==> config.mk <==
export PLATFORM = sky130hd
export DESIGN_NAME = note_recorder
export DESIGN_NICKNAME = d
export VERILOG_FILES = /design/src/rtl/note_recorder.sv
export SDC_FILE = /design/constraint.sdc
export NUM_CORES = 1
export LEC_CHECK = 0
export BUFFER_PORTS_ARGS = -buffer_cell sky130_fd_sc_hd__buf_2
export CORE_MARGIN = 3
export CORE_UTILIZATION = 62
export CTS_BUF_LIST = sky130_fd_sc_hd__clkbuf_16
export CTS_CLUSTER_DIAMETER = 100
export DETAILED_ROUTE_END_ITERATION = 12
export PLACE_DENSITY = 0.86
export RECOVER_POWER = 50
export SYNTH_ARGS = -nofsm -noshare
export SYNTH_HDL_FRONTEND = slang
export SYNTH_SLANG_ARGS = --single-unit
==> constraint.sdc <==
create_clock -name clk -period 6.35 [get_ports clk]
set_clock_uncertainty 0.1 [all_clocks]
set_input_delay 0.635 -clock clk [delete_from_list [all_inputs] [get_ports clk]]
set_output_delay 0.635 -clock clk [all_outputs]
set_load 0.05 [all_outputs]
==> src/rtl/note_recorder.sv <==
// note_recorder: records a live note stream as {note, duration} events into a
// small buffer and plays them back to a buzzer at the recorded tempo.
//
// Duration is measured in ticks of TICK_DIV clk cycles. An event is closed
// when the note changes, when its duration saturates, or when recording ends.
// An event is only stored if it lasted at least one tick.
//
// Build option: define NOTE_REC_LOOP_EN to make playback wrap from the last
// entry back to entry 0 indefinitely. In that build done never pulses, and
// PLAY is left only through stop, write_on or reset.
module note_recorder #(
  parameter int DEPTH    = 32,
  parameter int DUR_W    = 8,
  parameter int TICK_DIV = 10_000_000
) (
  input  logic       clk,
  input  logic       reset,
  input  logic [3:0] note_in,
  input  logic       write_on,
  input  logic       play,
  input  logic       stop,
  output logic [3:0] note_out,
  output logic       recording,
  output logic       playing,
  output logic [6:0] count,
  output logic       full,
  output logic       done
);

  localparam int AW = $clog2(DEPTH);
  localparam int PW = (TICK_DIV > 1) ? $clog2(TICK_DIV) : 1;
  localparam logic [PW-1:0]    PRESC_LAST = PW'(TICK_DIV - 1);
  localparam logic [DUR_W-1:0] DUR_MAX    = '1;
  localparam logic [DUR_W-1:0] DUR_ONE    = DUR_W'(1);
  localparam logic [6:0]       COUNT_FULL = 7'(DEPTH);

  typedef enum logic [1:0] {
    IDLE,
    REC,
    PLAY
  } state_t;

  typedef struct packed {
    logic [3:0]       note;
    logic [DUR_W-1:0] dur;
  } entry_t;

  // Registered state and its next-state values
  state_t           state_q, state_d;
  logic             write_on_q;
  logic [3:0]       cur_note_q, cur_note_d;
  logic [DUR_W-1:0] dur_q, dur_d;
  logic [PW-1:0]    presc_q, presc_d;
  logic [6:0]       count_q, count_d;
  logic [AW-1:0]    rd_ptr_q, rd_ptr_d;
  logic [DUR_W-1:0] pdur_q, pdur_d;
  logic [3:0]       note_out_q, note_out_d;
  logic             done_q, done_d;

  // Event buffer and its write port
  entry_t           mem [DEPTH];
  logic             store_en;
  entry_t           store_data;

  // Helper terms shared by the next-state logic
  logic [3:0]       note_live;
  logic             tick;
  logic [DUR_W-1:0] dur_eff;
  logic             write_rise;
  logic             is_full;
  logic [AW-1:0]    nxt_ptr;
  entry_t           head_entry;
  entry_t           nxt_entry;
  logic             last_entry;

  // Notes 8..15 are treated as rests.
  assign note_live  = note_in[3] ? 4'd0 : note_in;
  assign tick       = (presc_q == PRESC_LAST);
  // Duration including the tick that completes on this very cycle, so an
  // event closed on a prescaler wrap is credited with that final tick.
  assign dur_eff    = dur_q + DUR_W'(tick);
  assign write_rise = write_on & ~write_on_q;
  assign is_full    = (count_q == COUNT_FULL);
  assign nxt_ptr    = rd_ptr_q + 1'b1;
  assign head_entry = mem[0];
  assign nxt_entry  = mem[nxt_ptr];
  assign last_entry = ((7'(rd_ptr_q) + 7'd1) == count_q);

  // State register
  // NOTE: sequential state uses non-blocking assignments so every register
  // samples the pre-edge values, independent of statement order.
  always_ff @(posedge clk or negedge reset) begin
    if (!reset) state_q <= IDLE;
    else        state_q <= state_d;
  end

  // Next-state, datapath and output decode
  always_comb begin
    // NOTE: every signal gets a default before the case, so no path through
    // this block can leave one unassigned and infer a latch.
    state_d              = state_q;
    cur_note_d           = cur_note_q;
    dur_d                = dur_q;
    presc_d              = '0;
    count_d              = count_q;
    rd_ptr_d             = rd_ptr_q;
    pdur_d               = pdur_q;
    note_out_d           = note_live;
    done_d               = 1'b0;
    store_en             = 1'b0;
    store_data.note      = cur_note_q;
    store_data.dur       = dur_eff;

    case (state_q)
      IDLE: begin
        if (write_rise) begin
          state_d    = REC;
          cur_note_d = note_live;
          dur_d      = '0;
          count_d    = '0;
        end else if (play && (count_q != '0)) begin
          state_d    = PLAY;
          rd_ptr_d   = '0;
          note_out_d = head_entry.note;
          pdur_d     = head_entry.dur;
        end
      end

      REC: begin
        presc_d = tick ? '0 : presc_q + 1'b1;
        dur_d   = dur_eff;
        if (!write_on) begin
          // Flush the pending event on the way out.
          state_d  = IDLE;
          presc_d  = '0;
          store_en = (dur_eff != '0) && !is_full;
        end else if (note_live != cur_note_q) begin
          // Close the current event; a zero-length one is a glitch and dropped.
          store_en   = (dur_eff != '0) && !is_full;
          cur_note_d = note_live;
          dur_d      = '0;
          presc_d    = '0;
        end else if (dur_eff == DUR_MAX) begin
          // Saturated duration: split into a new event with the same note.
          store_en = !is_full;
          dur_d    = '0;
          presc_d  = '0;
        end
        if (store_en) count_d = count_q + 7'd1;
      end

      PLAY: begin
        note_out_d = note_out_q;
        presc_d    = tick ? '0 : presc_q + 1'b1;
        if (stop || write_on) begin
          state_d    = IDLE;
          presc_d    = '0;
          rd_ptr_d   = '0;
          note_out_d = note_live;
        end else if (tick) begin
          if (pdur_q != DUR_ONE) begin
            pdur_d = pdur_q - 1'b1;
          end else if (!last_entry) begin
            rd_ptr_d   = nxt_ptr;
            note_out_d = nxt_entry.note;
            pdur_d     = nxt_entry.dur;
          end else begin
`ifdef NOTE_REC_LOOP_EN
            rd_ptr_d   = '0;
            note_out_d = head_entry.note;
            pdur_d     = head_entry.dur;
`else
            state_d    = IDLE;
            rd_ptr_d   = '0;
            note_out_d = 4'd0;
            done_d     = 1'b1;
`endif
          end
        end
      end

      default: state_d = IDLE;
    endcase
  end

  // Datapath registers
  always_ff @(posedge clk or negedge reset) begin
    if (!reset) begin
      write_on_q <= 1'b0;
      cur_note_q <= '0;
      dur_q      <= '0;
      presc_q    <= '0;
      count_q    <= '0;
      rd_ptr_q   <= '0;
      pdur_q     <= '0;
      note_out_q <= '0;
      done_q     <= 1'b0;
    end else begin
      write_on_q <= write_on;
      cur_note_q <= cur_note_d;
      dur_q      <= dur_d;
      presc_q    <= presc_d;
      count_q    <= count_d;
      rd_ptr_q   <= rd_ptr_d;
      pdur_q     <= pdur_d;
      note_out_q <= note_out_d;
      done_q     <= done_d;
    end
  end

  // Event buffer write port
  // NOTE: the buffer is deliberately not reset; count gates every read, so
  // stale contents are never observed and the array can map onto plain RAM.
  always_ff @(posedge clk) begin
    if (store_en) mem[count_q[AW-1:0]] <= store_data;
  end

  assign note_out  = note_out_q;
  assign recording = (state_q == REC);
  assign playing   = (state_q == PLAY);
  assign count     = count_q;
  assign full      = is_full;
  assign done      = done_q;

endmodule

==> results of run 1 <==
-- metal layers --
layer	up-vias	part of all wire	track usage
li1	4421	-	-
met1	5323	0.35	0.3910
met2	739	0.49	0.4750
met3	148	0.11	0.06065
met4	2	0.045	0.1039
met5	-	0.00025	0
-- state kept, by name, summed over array words and instances (netlist names) --
signal,flops
done,1
cur_note_q,3
dur_q,8
presc_q,24
state_q,2
write_on_q,1
mem,352
pdur_q,8
count,7
note_out,3
rd_ptr_q,5
-- per-stage QoR --
step | util | hold slack, ns | instance area [sq um]
finish | 0.7062 | 0.3231 | 19890
CTS | 0.7095 | 0.1728 | 19980
detailed placement | 0.6617 | 0.4039 | 18640
global route | 0.7062 | 0.3385 | 19890
global placement | 0.6617 | 0.3913 | 18640
floorplan | - | 0.2394 | 17920
-- logic make-up after synthesis --
logic type,Yosys count
compound gates,116
fa+ha+maj,13
mux,121
buf+inv,77
xor+xnor,43
flops,414
simple gates,291
other cells,1
-- cell type report --
cell class                      instances  area, sq um
Fill cell                            1688         8274
Tap cell                              378        473.0
Clock buffer                           41         1026
Multi-Input combinational cell        585         5455
Clock inverter                         32        317.8
Inverter                               22        82.58
Sequential cell                       414        12120
Timing Repair Buffer                   68        411.6
-- path summary, 6_finish.rpt --
kind / end / slack [ns] / cells after the start / start
worst min register to register: state_q[0] / 0.42 / 1 / state_q[0]
worst max-delay path: pdur_q[5] / 0.86 / 8 / rd_ptr_q[0]
worst max register to register: pdur_q[5] / 0.86 / 8 / rd_ptr_q[0]
max in group asynchronous: rd_ptr_q[0] / 2.88 / 2 / reset
min in group asynchronous: presc_q[16] / 1.18 / 2 / reset
worst min-delay path: write_on_q / 0.32 / 1 / write_on
-- cell usage in the layout (no fill, tap or decap), drive strengths merged, types with 5 or more instances in the layout --
master,netlist,routed
a21oi,11,11
a31oi,14,14
nand3b,7,7
nor2,45,45
clkinv,0,12
nand3,47,47
o2111ai,5,5
and2,8,8
nor3b,5,5
edfxtp,352,352
ha,13,13
nor3,42,42
clkbuf,21,62
o31ai,6,6
nor2b,6,6
o211ai,11,11
bufinv,0,7
o21ai,26,26
nor4,13,13
buf,34,47
mux2,7,7
nand2,65,65
xor2,22,22
mux2i,16,16
xnor2,21,21
inv,22,35
mux4,98,98
nand4,12,12
nand2b,7,7
and3,12,12
o221ai,8,8
dfrtp,62,62
or3,7,7
-- power breakdown --
group	total, uW	internal [uW]	leakage [uW]	switching, uW
Clock	2440	1450	0.000698	989
Combinational	807	220	0.00170	587
Sequential	3140	3080	0.00410	61.7
Total	6390	4750	0.00649	1640
-- worst reg2reg max path, cell delays in order (launching register included) --
cell	delay [ns]
dfrtp_2	0.93
ha_1	2.43
buf_4	0.65
mux4_2	0.30
nand2_1	0.07
and3_1	0.22
a311o_1	0.29
a21oi_1	0.24
a2bb2oi_1	0.19
==> metrics, run 1 <==
Clock Tree Buf Depth=3; routed len/inst=28.15 um; failing checks=max-capacitance violations, max-slew violations; Ports=24; fin crit period=5.491 ns; Final Hold Viols=0; pin count of the biggest net entering global routing=69; Yosys top cell area share=0.5897; Power Total=between 6000 and 7000 uW; Initial DRT Pass Iterations=6; Slowest Stage Delay on Critical Path=between 2 and 2.5 ns; Worst setup SP type=register; hold bufs inserted after CTS=0; Max Clk Rate=182.1 MHz; Synth Cell Area=around 0.018 sq mm; Setup WS post-layout=0.8586 ns; # setup viols final=0; YS warnings=0; Die X=between 150 and 200 um; buffer count from post-CTS setup fixing=0; LEAKAGE=0.006492 uW; status=finished, violations left; Netlist cell types=77; asr flop ratio synth=0.1498; post-synth net total=1098; DR iter-0 viols=1514; post-synthesis adder-cell area fraction=0.009075; post-CTS sizing=0; mux contribution to synthesized area=0.1369; Remaining DRCs=0; commonest cells in the netlist=edfxtp_1, mux4_2, nand2_1, dfrtp_1, nand3_1; Synth Area in Compound Gates=0.04747; n_diodes=0; Vias=10633; Starting Density=0.6364; Non-Filler Instances=between 1500 and 2000; input/output buffers=22; Synth Flop Type=edfxtp_1; post-synthesis xor/xnor area fraction=0.02394; Synth area leaders=edfxtp_1, mux4_2, dfrtp_1, nand2_1, nand3_1; CTS HTree Levels=2; CTS sink count=414; vias in the first global route=10478; relative slew slack=-1.179; post-route ant nets=0; Die Y=176.0 um; Overall Global Routing Usage=0.2894; Max Slew Vio Count=306; Buf+Inv Stages, Crit Path=1; slowest cell on the critical path=ha_1; CTS Root Buffer Type=clkbuf_16; post-synthesis cell count=1076; layout cells sized above 1=0.2022; syn avg cell area=16.66 sq um; crit path DAT=5.86 ns; DP Wirelength=26350 um; initial antenna violation count=1; area delta synth->final=10.97%; Critical Path, Cell by Cell=ha_1 > buf_4 > mux4_2 > nand2_1 > and3_1 > a311o_1 > a21oi_1 > a2bb2oi_1; max_cap viols=7; CTS tree=yes; RSZ-0062 raised after global routing=no; Core Box Area=0.02816 sq mm; Worst-Skew Late Latency=0.54 ns; Final nets=1154; Hold Crit Class=input pin to register; Post-synth EDFFs=roughly 350; total negative slack=0 ns; flops & latches, synth=414; first-pass GRT wire length=66360 um; most frequent cell after synthesis=edfxtp_1; CP Data Required Time=6.72 ns; measured slew at the worst slew-check pin=~3.3 ns; crit path kind=register to register; placed cells=approximately 1500; final WL=43350 um; period utilisation layout=0.8648; CTS clk-pin slew, worst paths=roughly 0.060 ns; simple-gate area share of the yosys netlist=0.08468; num rows=61; cts bufs inserted=41; routed vias/inst=6.905; GP Congestion=0.9318; Crit. End Element=register; CP Max Fanout=68; Power per Cell Area=321.3 mW/mm^2; main combinational cell family by area after synthesis=multiplexers; cell accounting for the most synthesized area=edfxtp_1; VDD IR max=between 200 and 250 uV; Post-Place Worst Slack=around 1.4 ns; DIE AREA=0.03098 sq mm; Top delay family on crit path=adder cells; sequential share of the synthesized area=0.6763; grt total ovfl=0
Note: power is estimated with default switching activity, not from simulation.
==> inputs of run 2 (changes only) <==
==> constraint.sdc (replaced) <==
create_clock -name clk -period 6.35 [get_ports clk]
set_clock_uncertainty 0.1 [all_clocks]
set_input_delay 1.905 -clock clk [delete_from_list [all_inputs] [get_ports clk]]
set_output_delay 1.905 -clock clk [all_outputs]
set_load 0.05 [all_outputs]
==> metrics, run 2 (same netlist as run 1, synthesis figures left out) <==
GP Congestion=0.9347 (+0.31%); Hold Crit Class=register to register; final design utilization=0.7084 (+0.002222); total negative slack=0 ns (unchanged); area delta synth->final=11.32%; measured slew at the worst slew-check pin=3.257 ns (-0.01177 ns); commonest non-fill, non-tap cells in the layout=edfxtp_1, mux4_2, nand2_1; Clk network pwr share=0.391 (+0.009); grt total ovfl=0 (unchanged); Worst setup SP type=register; Seq pwr share=0.488 (-0.003); P_int=4816 uW (+1.3%); Slowest Stage Delay on Critical Path=1.08 ns (-1.34 ns); CTS Root Buffer Type=clkbuf_16; n_diodes=0 (unchanged); post-route ant nets=0 (unchanged); hold bufs inserted after CTS=0 (unchanged); # setup viols final=0 (unchanged); cell mode on critical path=ha_1; vias in the first global route=10434 (-0.42%); combinational share of power=0.122 (-0.004); DP Wirelength=26450 um (+0.36%); Ports=24 (unchanged); Max Clk Rate=177.9 MHz (-2.3%); Power per Cell Area=324.0 mW/mm^2 (+0.83%); crit path kind=register to register; buffer count from post-CTS setup fixing=0 (unchanged); Final nets=1152 (-0.17%); Core Box Area=0.02816 sq mm (unchanged); LEAKAGE=0.006508 uW (+0.24%); Clock Tree Buf Depth=3 (unchanged); slowest cell on the critical path=nor4_2; Critical Path, Cell by Cell=ha_1 > nand2_1 > nor2_1 > and4_1 > ha_1 > ha_1 > and4_1 > nand3_1 > a211oi_1 > nor2b_2 > buf_4 > nor4_2; failing checks=max-capacitance violations, max-slew violations; Final Hold Viols=0 (unchanged); post-CTS sizing=0 (unchanged); Starting Density=0.6364 (unchanged); most common cell after layout, fill and taps aside=edfxtp_1; initial antenna violation count=1 (unchanged); first-pass GRT wire length=64170 um (-3.3%); Die Y=176.0 um (unchanged); cts bufs inserted=42 (+2.4%); final WL=42770 um (-1.3%); period utilisation layout=0.8853 (+0.02052); Overall Global Routing Usage=0.2783 (-0.01104); pin count of the biggest net entering global routing=63 (-8.7%); DIE AREA=0.03098 sq mm (unchanged); Initial DRT Pass Iterations=6 (unchanged); input/output buffers=22 (unchanged); Buf+Inv Stages, Crit Path=1 (unchanged); routed len/inst=27.77 um (-1.3%); CP Max Fanout=35 (-49%); Top delay family on crit path=simple AND/OR/NAND/NOR gates; Max Slew Vio Count=268 (-12%); CP Data Required Time=6.39 ns (-0.33 ns); fin crit period=5.622 ns (+0.1303 ns); RSZ-0062 raised after global routing=no; relative slew slack=-1.171 (+0.007850); Vias=10515 (-1.1%); Remaining DRCs=0 (unchanged); CTS HTree Levels=2 (unchanged); CTS sink count=414 (unchanged); NetSw=1649 uW (+0.70%); max reg flops=352 (unchanged); layout cells sized above 1=0.2091 (+0.006885); num rows=61 (unchanged); status=finished, violations left; max_cap viols=8 (+1); crit path DAT=5.66 ns (-0.20 ns); Crit. End Element=register; VDD IR max=261.1 uV (+11%); CTS clk-pin slew, worst paths=0.06 ns (about the same); Die X=176.0 um (unchanged); routed vias/inst=6.828 (-1.1%); Worst-Skew Late Latency=0.54 ns (about the same); CTS tree=yes; DR iter-0 viols=1425 (-5.9%); switching part of the total=0.2551 (-0.001142)
run 2: cell count changes in the layout (fill, tap and decap cells not counted), moves of 2 or more:
cell and delta:
xnor2_2 +2, clkinv_2 +5, clkbuf_16 +2, buf_4 -4, inv_1 -5, xnor2_1 -2
run 2: area by class of cell:
type                    instances  area (sq um)
well taps                     378         473.0
flip-flops and latches        414         12120
inverters                      22         82.58
clock inverters                33         339.1
repair buffers                 65         386.6
fillers                      1672          8212
multi-input cells             585          5472
clock buffers                  43          1076
run 2: worst paths after layout:
check	start	end	slack (ns)	depth (start not counted)
setup / recovery	presc_q[0]	mem[1][1]	0.73	12
hold / removal	state_q[0]	state_q[0]	0.42	1
setup reg to reg	presc_q[0]	mem[1][1]	0.73	12
hold reg to reg	state_q[0]	state_q[0]	0.42	1
max in group asynchronous	reset	rd_ptr_q[0]	1.62	2
min in group asynchronous	reset	presc_q[8]	2.46	2
run 2: power by group through the flow:
| stage | sequential, uW | clock [uW] | combinational [uW] |
|---|---|---|---|
| 3_5_place_dp | 3190 | 0 | 784 |
| 4_1_cts | 3140 | 2550 | 791 |
| 5_1_grt | 3160 | 2650 | 837 |
| 3_3_place_gp | 3190 | 0 | 756 |
| 2_1_floorplan | 3270 | 0 | 457 |
| 6_report | 3150 | 2530 | 787 |
run 2: metal layers:
layer	vias up	wire length [um]	global-route usage	part of all wire
li1	4409	-	-	-
met1	5318	15940	0.3835	0.37
met2	637	20870	0.4496	0.49
met3	151	4174	0.05527	0.098
met4	0	1782	0.1039	0.042
met5	-	0	0	0
run 2: metrics by stage:
step	hold slack [ns]	total power (uW)	worst slack, ns	instances	area, sq um
after floorplan	0.3749	3725	1.194	1076	17920
after global placement	0.3909	3948	1.312	1464	18610
after detailed placement	0.4104	3979	1.088	1464	18610
after CTS	0.4184	6478	1.010	1540	20030
after global routing	0.4420	6647	0.3865	1540	19950
final	0.4235	6465	0.7283	1540	19950
